==> config.mk <==
export PLATFORM = sky130hd
export DESIGN_NAME = quad_encoder_emulator_flat
export DESIGN_NICKNAME = d
export VERILOG_FILES = /design/src/rtl/quad_encoder_emulator_pkg.sv /design/src/rtl/quad_encoder_emulator_if.sv /design/src/rtl/quad_encoder_emulator_step_timer.sv /design/src/rtl/quad_encoder_emulator.sv /design/src/flat_wrapper.sv
export SDC_FILE = /design/constraint.sdc
export NUM_CORES = 1
export LEC_CHECK = 0
export CAP_MARGIN = 0
export CORE_MARGIN = 1
export CORE_UTILIZATION = 60
export CTS_CLUSTER_DIAMETER = 60
export DETAILED_ROUTE_END_ITERATION = 8
export PLACE_DENSITY = 0.92
export SLEW_MARGIN = 0
export SYNTH_ARGS = -nofsm -noshare
export SYNTH_HDL_FRONTEND = slang
export SYNTH_SLANG_ARGS = --single-unit
==> constraint.sdc <==
create_clock -name clk -period 7.1 [get_ports clk]
set_clock_uncertainty 0.05 [all_clocks]
set_input_delay 1.42 -clock clk [delete_from_list [all_inputs] [get_ports clk]]
set_output_delay 1.42 -clock clk [all_outputs]
set_load 0.01 [all_outputs]
==> src/rtl/quad_encoder_emulator_pkg.sv <==
// Shared constants for the quadrature encoder emulator: phase-to-AB map,
// FSM encoding and the minimum legal edge spacing.
package quad_pkg;

    // AB patterns for phase index 0..3 (A is bit 1, B is bit 0)
    localparam logic [1:0] QPH_00 = 2'b00;
    localparam logic [1:0] QPH_01 = 2'b01;
    localparam logic [1:0] QPH_11 = 2'b11;
    localparam logic [1:0] QPH_10 = 2'b10;

    localparam logic [1:0] ST_IDLE = 2'd0;
    localparam logic [1:0] ST_RUN  = 2'd1;
    localparam logic [1:0] ST_FIN  = 2'd2;

    localparam int unsigned MIN_PERIOD = 2;

    function automatic logic [1:0] phase_to_ab(input logic [1:0] p);
        logic [1:0] ab;
        case (p)
            2'd0:    ab = QPH_00;
            2'd1:    ab = QPH_01;
            2'd2:    ab = QPH_11;
            default: ab = QPH_10;
        endcase
        return ab;
    endfunction

endpackage

==> src/rtl/quad_encoder_emulator_if.sv <==
// Command/status bundle between a move requester and the encoder emulator.
interface quad_encoder_emulator_if #(
    parameter int unsigned DIV_W = 24,
    parameter int unsigned CNT_W = 16
);
    logic             start;
    logic             dir;
    logic [DIV_W-1:0] step_period;
    logic [CNT_W-1:0] step_count;
    logic             abort;
    logic             Encoder_SignalA;
    logic             Encoder_SignalB;
    logic             busy;
    logic             done;
    logic [CNT_W-1:0] position;

    modport master (
        output start, dir, step_period, step_count, abort,
        input  Encoder_SignalA, Encoder_SignalB, busy, done, position
    );

    modport slave (
        input  start, dir, step_period, step_count, abort,
        output Encoder_SignalA, Encoder_SignalB, busy, done, position
    );
endinterface

==> src/rtl/quad_encoder_emulator_step_timer.sv <==
// Down-counting edge-spacing timer: one-cycle tick at zero, then reloads
// itself with the value captured on the last load.
module step_timer #(
    parameter int unsigned DIV_W = 24
) (
    input  logic             clk,
    input  logic             reset,
    input  logic             load_i,
    input  logic [DIV_W-1:0] load_val_i,
    input  logic             en_i,
    output logic             tick_c
);
    logic [DIV_W-1:0] cnt_q, cnt_d;
    logic [DIV_W-1:0] reload_q, reload_d;

    assign tick_c = en_i && (cnt_q == '0);

    always_comb begin
        cnt_d    = cnt_q;
        reload_d = reload_q;
        if (load_i) begin
            cnt_d    = load_val_i;
            reload_d = load_val_i;
        end else if (en_i) begin
            cnt_d = (cnt_q == '0) ? reload_q : cnt_q - DIV_W'(1);
        end
    end

    always_ff @(posedge clk) begin
        if (reset) begin
            cnt_q    <= '0;
            reload_q <= '0;
        end else begin
            cnt_q    <= cnt_d;
            reload_q <= reload_d;
        end
    end
endmodule

==> src/rtl/quad_encoder_emulator.sv <==
// Quadrature A/B generator: emits a commanded number of x4 edges in either
// direction at a programmable spacing and tracks the resulting position.
module quad_encoder_emulator
    import quad_pkg::*;
#(
    parameter int unsigned DIV_W = 24,
    parameter int unsigned CNT_W = 16
) (
    input logic                    clk,
    input logic                    reset,
    quad_encoder_emulator_if.slave bus
);
    logic [1:0]       state_q, state_d;
    logic [1:0]       phase_q, phase_d;
    logic [1:0]       ab_q, ab_d;
    logic [CNT_W-1:0] pos_q, pos_d;
    logic [CNT_W-1:0] rem_q, rem_d;
    logic             dir_q, dir_d;
    logic             busy_q, busy_d;
    logic             done_q, done_d;

    logic [DIV_W-1:0] peff_c;
    logic             timer_load_c;
    logic             timer_en_c;
    logic             tick_c;

    // Spacing below two cycles is clamped so every phase is held at least twice
    assign peff_c = (bus.step_period < DIV_W'(MIN_PERIOD)) ? DIV_W'(MIN_PERIOD)
                                                           : bus.step_period;
    assign timer_load_c = (state_q == ST_IDLE) && bus.start && (bus.step_count != '0);
    assign timer_en_c   = (state_q == ST_RUN) && !bus.abort;

    step_timer #(.DIV_W(DIV_W)) u_step_timer (
        .clk        (clk),
        .reset      (reset),
        .load_i     (timer_load_c),
        .load_val_i (peff_c - DIV_W'(1)),
        .en_i       (timer_en_c),
        .tick_c     (tick_c)
    );

    always_comb begin
        state_d = state_q;
        phase_d = phase_q;
        pos_d   = pos_q;
        rem_d   = rem_q;
        dir_d   = dir_q;
        busy_d  = 1'b0;
        done_d  = 1'b0;

        case (state_q)
            ST_IDLE: begin
                if (bus.start) begin
                    dir_d = bus.dir;
                    rem_d = bus.step_count;
                    if (bus.step_count == '0) begin
                        state_d = ST_FIN;
                        done_d  = 1'b1;
                    end else begin
                        state_d = ST_RUN;
                        busy_d  = 1'b1;
                    end
                end
            end
            ST_RUN: begin
                // Abort wins over a coincident expiry: no edge, no done
                if (bus.abort) begin
                    state_d = ST_IDLE;
                end else begin
                    busy_d = 1'b1;
                    if (tick_c) begin
                        phase_d = dir_q ? phase_q - 2'd1 : phase_q + 2'd1;
                        pos_d   = dir_q ? pos_q - CNT_W'(1) : pos_q + CNT_W'(1);
                        rem_d   = rem_q - CNT_W'(1);
                        if (rem_q == CNT_W'(1)) begin
                            state_d = ST_FIN;
                            busy_d  = 1'b0;
                            done_d  = 1'b1;
                        end
                    end
                end
            end
            ST_FIN: begin
                state_d = ST_IDLE;
            end
            default: begin
                state_d = ST_IDLE;
            end
        endcase

        ab_d = phase_to_ab(phase_d);
    end

    always_ff @(posedge clk) begin
        if (reset) begin
            state_q <= ST_IDLE;
            phase_q <= 2'd0;
            ab_q    <= QPH_00;
            pos_q   <= '0;
            rem_q   <= '0;
            dir_q   <= 1'b0;
            busy_q  <= 1'b0;
            done_q  <= 1'b0;
        end else begin
            state_q <= state_d;
            phase_q <= phase_d;
            ab_q    <= ab_d;
            pos_q   <= pos_d;
            rem_q   <= rem_d;
            dir_q   <= dir_d;
            busy_q  <= busy_d;
            done_q  <= done_d;
        end
    end

    assign bus.Encoder_SignalA = ab_q[1];
    assign bus.Encoder_SignalB = ab_q[0];
    assign bus.busy            = busy_q;
    assign bus.done            = done_q;
    assign bus.position        = pos_q;
endmodule

==> src/flat_wrapper.sv <==
// flat-port wrapper written by rule: the top's interface ports become plain ports
module quad_encoder_emulator_flat import quad_pkg::*;
#(
    parameter int unsigned DIV_W = 24,
    parameter int unsigned CNT_W = 16
)
  (clk, reset, bus_start, bus_dir, bus_step_period, bus_step_count, bus_abort, bus_Encoder_SignalA, bus_Encoder_SignalB, bus_busy, bus_done, bus_position);
  quad_encoder_emulator_if #(.DIV_W(DIV_W), .CNT_W(CNT_W)) bus_i ();
  input logic clk;
  input logic reset;
  input wire logic [$bits(bus_i.start)-1:0] bus_start;
  input wire logic [$bits(bus_i.dir)-1:0] bus_dir;
  input wire logic [$bits(bus_i.step_period)-1:0] bus_step_period;
  input wire logic [$bits(bus_i.step_count)-1:0] bus_step_count;
  input wire logic [$bits(bus_i.abort)-1:0] bus_abort;
  output wire logic [$bits(bus_i.Encoder_SignalA)-1:0] bus_Encoder_SignalA;
  output wire logic [$bits(bus_i.Encoder_SignalB)-1:0] bus_Encoder_SignalB;
  output wire logic [$bits(bus_i.busy)-1:0] bus_busy;
  output wire logic [$bits(bus_i.done)-1:0] bus_done;
  output wire logic [$bits(bus_i.position)-1:0] bus_position;
  assign bus_i.start = bus_start;
  assign bus_i.dir = bus_dir;
  assign bus_i.step_period = bus_step_period;
  assign bus_i.step_count = bus_step_count;
  assign bus_i.abort = bus_abort;
  assign bus_Encoder_SignalA = bus_i.Encoder_SignalA;
  assign bus_Encoder_SignalB = bus_i.Encoder_SignalB;
  assign bus_busy = bus_i.busy;
  assign bus_done = bus_i.done;
  assign bus_position = bus_i.position;
  quad_encoder_emulator #(.DIV_W(DIV_W), .CNT_W(CNT_W)) u_core (.clk(clk), .reset(reset), .bus(bus_i));
endmodule
==> results.tsv, run 1 <==
stage	metric	value	unit
outcome	status	complete, no violations	
place	port_buffers	64	
floorplanning	ios	65	
sta	worst_pin_slew	1.16	ns
cts	clock_latency	0.36	ns
worst_setup_path	required	7.28	ns
sta	slew_headroom	22.8	%
cts	cts.sinks	89	
logic_synthesis	synth-seq-cells	89	
worst_hold_path	hp-start	u_core.u_step_timer.reload_q[22]	
cells_and_area	area.growth.synth_to_final	15.4	%
cts	ctsHtreeMaxLevel	3	
cells_and_area	fillers	659	
floorplanning	die_w	97.1	µm
route	drt-initial-drc-count	446	
worst_setup_path	reg2reg_slack	3.57	ns
sta	clock.fmax	0.200	GHz
grt	grt_usage	28.8	%
logic_synthesis	synthDistinctLibCells	67	
sta	fin_crit_sh	70.4	%
grt	antenna_found_initial	0	
power_and_ir_drop	power	1160	µW
cts	clkTransAtPathRegs	0.08	ns
cts	cts_tree	yes	
floorplanning	initial_core_util	62.2	%
floorplanning	core	0.00872	mm²
grt	grt_pass1_vias	5191	
route	post_drt_wl_per_cell	15.9	µm
route	antenna_left	0	
cts	cts_buffer_depth	2	
sta	fin_crit	5.00	ns
worst_setup_path	rr_startpoint	u_core.u_step_timer.cnt_q[10]	
logic_synthesis	yosysWarnings	0	
logic_synthesis	ys_async_sr_fraction	0	%
floorplanning	rows	34	
sta	finalMaxSlewViolations	0	
sta	grt_setup_unrepaired	no	
job	maxCapViolCount	0	
cts	post_cts_buffers	0	
route	vias	5441	
route	first_pass_iters	5	
route	wirelength	13700	µm
logic_synthesis	yosysSeqAreaShare	32.8	%
logic_synthesis	synth-edff-count	0	
place	dp_hpwl	9630	µm
grt	overflow	0	
cells_and_area	layout-drive-gt1-share	4.92	%
sta	setup_tns	0	ns
route	routed_via_density	6.33	
worst_setup_path	crit_path_end_kind	register	
cells_and_area	diodes	0	
worst_setup_path	worstPathArrival	5.18	ns
cts	cts_root_buffer	clkbuf_8	
worst_setup_path	cp_max_fo	5	
worst_setup_path	path_class	input pin to register	
cells_and_area	final_nets	813	
grt	grt_max_degree	82	
logic_synthesis	syn-mean-instance-area	7.69	µm²
cts	cts_buffers	9	
logic_synthesis	syn_area	0.00543	mm²
logic_synthesis	syn_inst	706	
worst_hold_path	hp-class	register to register	
worst_setup_path	start_kind	input pin	
route	drc	0	
logic_synthesis	synth_fp_nets	772	
cts	cts_hold_buf	0	
power_and_ir_drop	power_density	186	mW/mm²
power_and_ir_drop	ir_worst_vdd	0.000129	V
sta	finalSetupViolCount	0	
logic_synthesis	synth_ff_type	dfxtp_1	
cts	cts-resized-gates	0	
place	place_area	0.00606	mm²
floorplanning	die_y	97.1	µm
worst_setup_path	cp-startpoint	bus_step_period[16]	
power_and_ir_drop	leakage	0.00225	µW
cells_and_area	final_area	0.00626	mm²
floorplanning	die-area	0.00943	mm²
grt	grt_pass1_wl	22600	µm
place	gp_congestion	0.907	
sta	hold_violations	0	
-- sequential cells by signal, summed over array words and instances, names as in the netlist --
signal / count
u_core.ab_q: 2
u_core.bus.busy: 1
u_core.bus.done: 1
u_core.bus.position: 16
u_core.dir_q: 1
u_core.phase_q: 2
u_core.rem_q: 16
u_core.state_q: 2
u_core.u_step_timer.cnt_q: 24
u_core.u_step_timer.reload_q: 24
-- path summary, 6_finish.rpt --
path	endpoint	cells past startpoint
setup / recovery	u_core.u_step_timer.cnt_q[14]	13
hold / removal	u_core.u_step_timer.reload_q[22]	2
setup reg to reg	u_core.rem_q[15]	7
hold reg to reg	u_core.u_step_timer.reload_q[22]	2
-- per-stage QoR --
stage | instances | hold slack, ns | setup WS (ns) | utilization, %
2_1_floorplan | 706 | 0.383 | 2.56 | -
3_3_place_gp | 844 | 0.389 | 1.91 | 69.5
3_5_place_dp | 844 | 0.393 | 1.77 | 69.5
4_1_cts | 860 | 0.405 | 2.13 | 71.8
5_1_grt | 860 | 0.430 | 1.88 | 71.8
6_report | 860 | 0.410 | 2.10 | 71.8
-- layer usage --
metal	up-vias	track usage (%)	part of all wire [%]
li1	2640	-	-
met1	2559	34.8	42
met2	217	51.6	50
met3	25	4.32	5.9
met4	0	10.8	1.8
met5	-	0	0
-- cells in the final DEF (no fill, tap or decap), types with 3 or more instances in the layout --
cell type,instances
nor2_1,83
o211ai_1,6
or4_1,5
o21a_1,20
inv_1,12
xnor2_1,31
o22ai_1,8
a21o_1,5
or3_1,9
a21oi_1,88
xor2_1,11
o21ai_0,42
nand3_1,9
o21ai_1,4
a31oi_1,4
nor3b_1,5
nand2_1,71
o31ai_1,4
and2_1,4
nor2b_1,7
nor3_1,31
dfxtp_1,89
a211oi_1,18
ha_1,20
nand2b_1,7
a22oi_1,8
clkdlybuf4s50_1,63
clkbuf_8,10
nand4_1,5
nor4_1,17
buf_4,5
or4_4,3
-- kinds of logic after synthesis --
logic type	share of synthesized area, %
muxes	0.576
and+or+nand+nor	25.1
adders and majority gates	4.98
AOI/OAI and AO/OA	25.6
buffers and inverters	4.13
xor gates and xnor gates	6.78
DFF	32.8
-- cells in the mapped netlist (all sizes together), types with 7 or more instances --
| cell type | n | area share [%] |
|---|---|---|
| o21ai | 46 | 4.2 |
| nor2 | 84 | 5.9 |
| nor3 | 32 | 3.0 |
| buf | 11 | 1.4 |
| nand2b | 7 | 0.81 |
| o21a | 20 | 2.8 |
| a22oi | 8 | 1.1 |
| nor2b | 8 | 0.92 |
| clkbuf | 28 | 1.9 |
| o211ai | 7 | 1.1 |
| a21oi | 88 | 8.1 |
| a211oi | 19 | 2.7 |
| nand2 | 71 | 4.9 |
| xnor2 | 31 | 5.0 |
| nand3 | 9 | 0.83 |
| nor4 | 19 | 2.6 |
| o22ai | 8 | 0.92 |
| dfxtp | 89 | 33 |
| or4 | 8 | 1.3 |
| or3 | 9 | 1.0 |
| ha | 20 | 4.6 |
| xor2 | 11 | 1.8 |
| inv | 12 | 0.83 |
-- power by group --
group / internal, µW / switching (µW)
registers: 531 / 31.9
logic: 102 / 142
clock network: 171 / 183
-- critical path, stage by stage --
cell	delay [ns]
clkdlybuf4s50_1	0.47
or4_4	0.56
or4_4	0.49
nand4bb_1	0.26
o31ai_1	0.33
ha_1	0.24
nand2b_1	0.12
or3_1	0.37
or2_2	0.34
nor4_4	0.16
xnor2_1	0.15
a21oi_1	0.10
a21boi_0	0.17
-- layout make-up --
type / count / area (µm²) / share of cell area, %
Tap cell: 108 / 135 / 2.16
Multi-Input combinational cell: 566 / 3430 / 54.8
Clock buffer: 11 / 141 / 2.26
Timing Repair Buffer: 69 / 673 / 10.8
Sequential cell: 89 / 1780 / 28.5
Inverter: 12 / 45.0 / 0.719
Clock inverter: 5 / 55.1 / 0.879
Power figures use the tool's default switching activity.
==> inputs of run 2 (changes only) <==
--- a/config.mk
+++ b/config.mk
@@ -7,10 +7,10 @@
 export LEC_CHECK = 0
 export CAP_MARGIN = 0
 export CORE_MARGIN = 1
-export CORE_UTILIZATION = 60
+export CORE_UTILIZATION = 57
 export CTS_CLUSTER_DIAMETER = 60
 export DETAILED_ROUTE_END_ITERATION = 8
-export PLACE_DENSITY = 0.92
+export PLACE_DENSITY = 0.88
 export SLEW_MARGIN = 0
 export SYNTH_ARGS = -nofsm -noshare
 export SYNTH_HDL_FRONTEND = slang
==> constraint.sdc (replaced) <==
create_clock -name clk -period 5 [get_ports clk]
set_clock_uncertainty 0.05 [all_clocks]
set_input_delay 1 -clock clk [delete_from_list [all_inputs] [get_ports clk]]
set_output_delay 1 -clock clk [all_outputs]
set_load 0.01 [all_outputs]
==> run 2 against run 1 <==
Net effect:
- via count increased by 0.15%
- sequential cell count unchanged
- final cell count up 2.7%
- critical path type unchanged
- non-clock buffer count up 2
- largest power group unchanged
- final area up 0.66%
- sequential power increased by 42%
==> results.tsv, run 2 (synthesis gave the netlist of run 1 again) <==
stage	metric	value	unit
cts	clock_latency	0.37	ns
cells_and_area	area.growth.synth_to_final	16.1	%
worst_setup_path	rr_startpoint	u_core.u_step_timer.cnt_q[10]	
power_and_ir_drop	ir_worst_vdd	0.000195	V
sta	hold_violations	0	
worst_hold_path	hp-class	register to register	
floorplanning	ios	65	
worst_setup_path	cp-startpoint	bus_step_period[16]	
cts	cts_buffer_depth	2	
cts	post_cts_buffers	0	
cells_and_area	top_regs	u_core.u_step_timer.cnt_q x24, u_core.u_step_timer.reload_q x24	
cts	cts.sinks	89	
cells_and_area	fillers	749	
worst_setup_path	required	5.20	ns
worst_setup_path	start_kind	input pin	
worst_setup_path	worstPathArrival	4.78	ns
grt	antenna_found_initial	0	
worst_hold_path	hp-start	u_core.u_step_timer.reload_q[2]	
sta	grt_setup_unrepaired	no	
route	wl_met3	848	µm
grt	grt_usage	28.6	%
floorplanning	die_w	99.6	µm
cts	cts_buffers	9	
sta	fin_crit	4.59	ns
route	antenna_left	0	
sta	worst_pin_slew	1.16	ns
grt	overflow	0	
cells_and_area	mostFrequentLayoutCell	dfxtp_1	
job	maxCapViolCount	0	
floorplanning	initial_core_util	58.7	%
place	port_buffers	64	
worst_setup_path	crit_path_end_kind	register	
route	vias	5449	
route	m1WireLength	5870	µm
route	route.met2.wl	6670	µm
route	highest_layer	met4	
sta	slew_headroom	22.8	%
sta	fin_crit_sh	91.7	%
floorplanning	core	0.00924	mm²
floorplanning	rows	35	
sta	timing.hold.ws	0.411	ns
route	post_drt_wl_per_cell	15.6	µm
cells_and_area	diodes	0	
place	gp_congestion	0.901	
grt	grt_pass1_wl	22900	µm
grt	grt_pass1_vias	5124	
sta	finalSetupViolCount	0	
grt	grt_max_degree	57	
route	first_pass_iters	5	
route	drt-initial-drc-count	466	
floorplanning	die_y	99.6	µm
worst_setup_path	path_class	input pin to register	
sta	finalMaxSlewViolations	0	
outcome	status	complete, no violations	
cts	cts-resized-gates	0	
cells_and_area	final_cell_mix	dfxtp_1 (89), a21oi_1 (88), nor2_1 (83)	
cts	cts_hold_buf	0	
sta	setup_tns	0	ns
route	wirelength	13800	µm
floorplanning	die-area	0.00992	mm²
power_and_ir_drop	leakage	0.00226	µW
power_and_ir_drop	power_density	262	mW/mm²
route	drc	0	
cells_and_area	final_nets	815	
route	routed_via_density	6.17	
sta	clock.fmax	0.218	GHz
cts	clkTransAtPathRegs	0.09	ns
cells_and_area	layout-drive-gt1-share	5.17	%
worst_setup_path	cp_max_fo	5	
cts	ctsHtreeMaxLevel	3	
place	dp_hpwl	9850	µm
cts	cts_tree	yes	
cts	cts_root_buffer	clkbuf_8	
## run 2: stage by stage
step	util, %	cell area, µm²	worst slack, ns	power (µW)	cells
floorplan	-	5430	0.883	1040	706
global placement	66.1	6110	0.227	1140	867
detailed placement	66.1	6110	0.0851	1150	867
CTS	68.2	6300	0.444	1650	883
global route	68.2	6300	0.233	1730	883
finish	68.2	6300	0.415	1650	883
## run 2: path summary, 6_finish.rpt
check	endpoint	slack (ns)	cells past startpoint
setup reg to reg	u_core.rem_q[2]	1.58	8
hold / removal	u_core.u_step_timer.reload_q[2]	0.41	2
setup / recovery	u_core.u_step_timer.cnt_q[14]	0.41	13
hold reg to reg	u_core.u_step_timer.reload_q[2]	0.41	2
## run 2: area by class of cell
cell class                      count  area [µm²]  share of cell area [%]
Multi-Input combinational cell    566        3430                    54.4
Sequential cell                    89        1780                    28.3
Timing Repair Buffer               71         688                    10.9
Tap cell                          129         161                    2.56
Clock buffer                       11         141                    2.24
Clock inverter                      5        55.1                   0.874
Inverter                           12        45.0                   0.715
## run 2: worst max-delay path, cell delays in order
cell and delay, ns:
clkdlybuf4s50_1 0.48, or4_4 0.56, or4_4 0.48, nand4bb_1 0.26, o31ai_1 0.36, ha_1 0.26
nand2b_1 0.12, or3_1 0.38, or2_2 0.34, nor4_4 0.15, xnor2_1 0.14, a21oi_1 0.09
a21boi_0 0.17
## run 2: per-layer routing
layer	global-route usage [%]	up-vias
met2	49.4	216
li1	-	2650
met4	13.9	0
met1	33.9	2536
met3	5.90	47
met5	0	-
## run 2: where the power goes
| part | internal, µW | total [µW] | switching (µW) | leakage (µW) |
|---|---|---|---|---|
| combinational | 145 | 348 | 204 | 0.00143 |
| clock | 243 | 503 | 260 | 0.0000953 |
| sequential | 754 | 799 | 45.3 | 0.000731 |
==> inputs of run 3 (changes only) <==
--- a/config.mk
+++ b/config.mk
@@ -6,11 +6,10 @@
 export NUM_CORES = 1
 export LEC_CHECK = 0
 export CAP_MARGIN = 0
-export CORE_MARGIN = 1
 export CORE_UTILIZATION = 57
 export CTS_CLUSTER_DIAMETER = 60
 export DETAILED_ROUTE_END_ITERATION = 8
-export PLACE_DENSITY = 0.88
+export PLACE_DENSITY = 0.91
 export SLEW_MARGIN = 0
 export SYNTH_ARGS = -nofsm -noshare
 export SYNTH_HDL_FRONTEND = slang
==> run 3 against run 2 <==
Net effect:
- core utilization is 0.15 points higher
- critical path depth unchanged
- final cell count down 0.11%
- global-route usage rose by 1.1 points
- setup slack improved by 0.052 ns
- first-iteration DRC count up 3.4%
- clock power increased by 9.3%
- sequential power about the same
- sequential cell count stayed put
- largest power group unchanged
- highest routed layer unchanged
==> results.tsv, run 3 (synthesis gave the netlist of run 1 again) <==
stage	metric	value	unit
floorplanning	rows	35	
sta	clock.fmax	0.221	GHz
job	maxCapViolCount	0	
cts	cts-resized-gates	0	
worst_hold_path	hp-start	u_core.u_step_timer.reload_q[23]	
cells_and_area	final_area	0.00632	mm²
route	first_pass_iters	5	
worst_setup_path	path_class	input pin to register	
grt	grt_pass1_wl	24000	µm
place	dp_hpwl	9950	µm
sta	fin_crit_sh	90.7	%
cts	cts_buffers	9	
route	antenna_left	0	
sta	slew_headroom	25.9	%
place	gp_congestion	0.913	
power_and_ir_drop	leakage	0.00227	µW
grt	grt_usage	29.7	%
grt	antenna_found_initial	0	
cells_and_area	post-route-util	68.4	%
floorplanning	die_y	99.6	µm
cells_and_area	layout-drive-gt1-share	4.91	%
place	place_area	0.00611	mm²
route	drc	0	
worst_setup_path	cp_max_fo	5	
cells_and_area	top_regs	u_core.u_step_timer.cnt_q x24, u_core.u_step_timer.reload_q x24	
worst_setup_path	rr_endpoint	u_core.u_step_timer.cnt_q[18]	
sta	finalSetupViolCount	0	
cts	clock_latency	0.37	ns
floorplanning	core	0.00924	mm²
power_and_ir_drop	ir_worst_vdd	0.000193	V
sta	fin_crit	4.53	ns
power_and_ir_drop	power_density	269	mW/mm²
route	routed_via_density	6.25	
cts	cts_root_buffer	clkbuf_8	
worst_setup_path	reg2reg_slack	1.61	ns
cells_and_area	diodes	0	
grt	overflow	0	
worst_setup_path	rr_startpoint	u_core.u_step_timer.cnt_q[10]	
worst_hold_path	hp-class	register to register	
floorplanning	ios	65	
place	port_buffers	64	
cts	cts_tree	yes	
cells_and_area	area.growth.synth_to_final	16.4	%
floorplanning	die-area	0.00992	mm²
route	drt-initial-drc-count	482	
outcome	status	complete, no violations	
worst_setup_path	start_kind	input pin	
sta	hold_violations	0	
cts	clkTransAtPathRegs	0.09	ns
worst_setup_path	cp-startpoint	bus_step_period[16]	
sta	setup_tns	0	ns
worst_hold_path	whs_endpoint	u_core.u_step_timer.reload_q[23]	
floorplanning	initial_core_util	58.7	%
grt	grt_pass1_vias	5302	
sta	worst_pin_slew	1.11	ns
worst_setup_path	required	5.20	ns
cells_and_area	mostFrequentLayoutCell	dfxtp_1	
worst_setup_path	worstPathArrival	4.73	ns
route	wirelength	14300	µm
cts	cts.sinks	89	
cts	post_cts_buffers	0	
cells_and_area	final_nets	815	
cts	ctsHtreeMaxLevel	3	
route	vias	5509	
route	post_drt_wl_per_cell	16.2	µm
cells_and_area	final_cell_mix	dfxtp_1 (89), a21oi_1 (88), nor2_1 (83)	
floorplanning	die_w	99.6	µm
worst_setup_path	crit_path_end_kind	register	
worst_hold_path	min_path_cells	2	
sta	finalMaxSlewViolations	0	
sta	grt_setup_unrepaired	no	
cts	cts_buffer_depth	2	
worst_setup_path	rr_worst_depth	7	
grt	grt_max_degree	47	
cts	cts_hold_buf	0	
run 3: cell count changes in the layout (fill, tap and decap cells not counted):
cell / previous run / this run
clkbuf_1: 1 / 2
bufinv_16: 1 / 2
clkinv_2: 2 / 1
clkinvlp_4: 2 / 0
run 3: critical path, stage by stage:
cell and delay [ns]:
clkdlybuf4s50_1 0.47, or4_4 0.57, or4_4 0.48, nand4bb_1 0.26
o31ai_1 0.31, ha_1 0.25, nand2b_1 0.12, or3_1 0.37
or2_2 0.34, nor4_4 0.15, xnor2_1 0.15, a21oi_1 0.10
a21boi_0 0.15
run 3: worst max-delay path by stage:
stage,end,slack [ns],cells after the start
floorplan,u_core.u_step_timer.cnt_q[14],0.88,12
CTS,u_core.u_step_timer.cnt_q[14],0.47,13
detailed placement,u_core.u_step_timer.cnt_q[14],0.10,13
finish,u_core.u_step_timer.cnt_q[14],0.47,13
global route,u_core.u_step_timer.cnt_q[14],0.16,13
global placement,u_core.u_step_timer.cnt_q[14],0.24,13
run 3: metrics by stage:
step,power (µW),worst slack [ns],instances,hold slack (ns)
2_1_floorplan,1040,0.883,706,0.383
3_3_place_gp,1130,0.245,867,0.390
3_5_place_dp,1150,0.105,867,0.394
4_1_cts,1690,0.473,882,0.414
5_1_grt,1770,0.165,882,0.446
6_report,1700,0.467,882,0.417
run 3: where the power goes:
group          internal [µW]  switching (µW)
combinational            145             204
sequential               754            46.5
clock                    293             257
total                   1190             508
run 3: cell type report:
| class | instances | area, µm² |
|---|---|---|
| Inverter | 12 | 45.0 |
| Clock buffer | 12 | 145 |
| Fill cell | 739 | 2920 |
| Sequential cell | 89 | 1780 |
| Clock inverter | 3 | 65.1 |
| Tap cell | 129 | 161 |
| Timing Repair Buffer | 71 | 688 |
| Multi-Input combinational cell | 566 | 3430 |
run 3: layer usage:
layer / global-route usage [%] / vias up / share of wire, %
met5: 0 / - / 0
met4: 12.7 / 0 / 2.3
met3: 4.50 / 31 / 8.3
met2: 51.7 / 284 / 49
met1: 36.6 / 2561 / 40
li1: - / 2633 / -
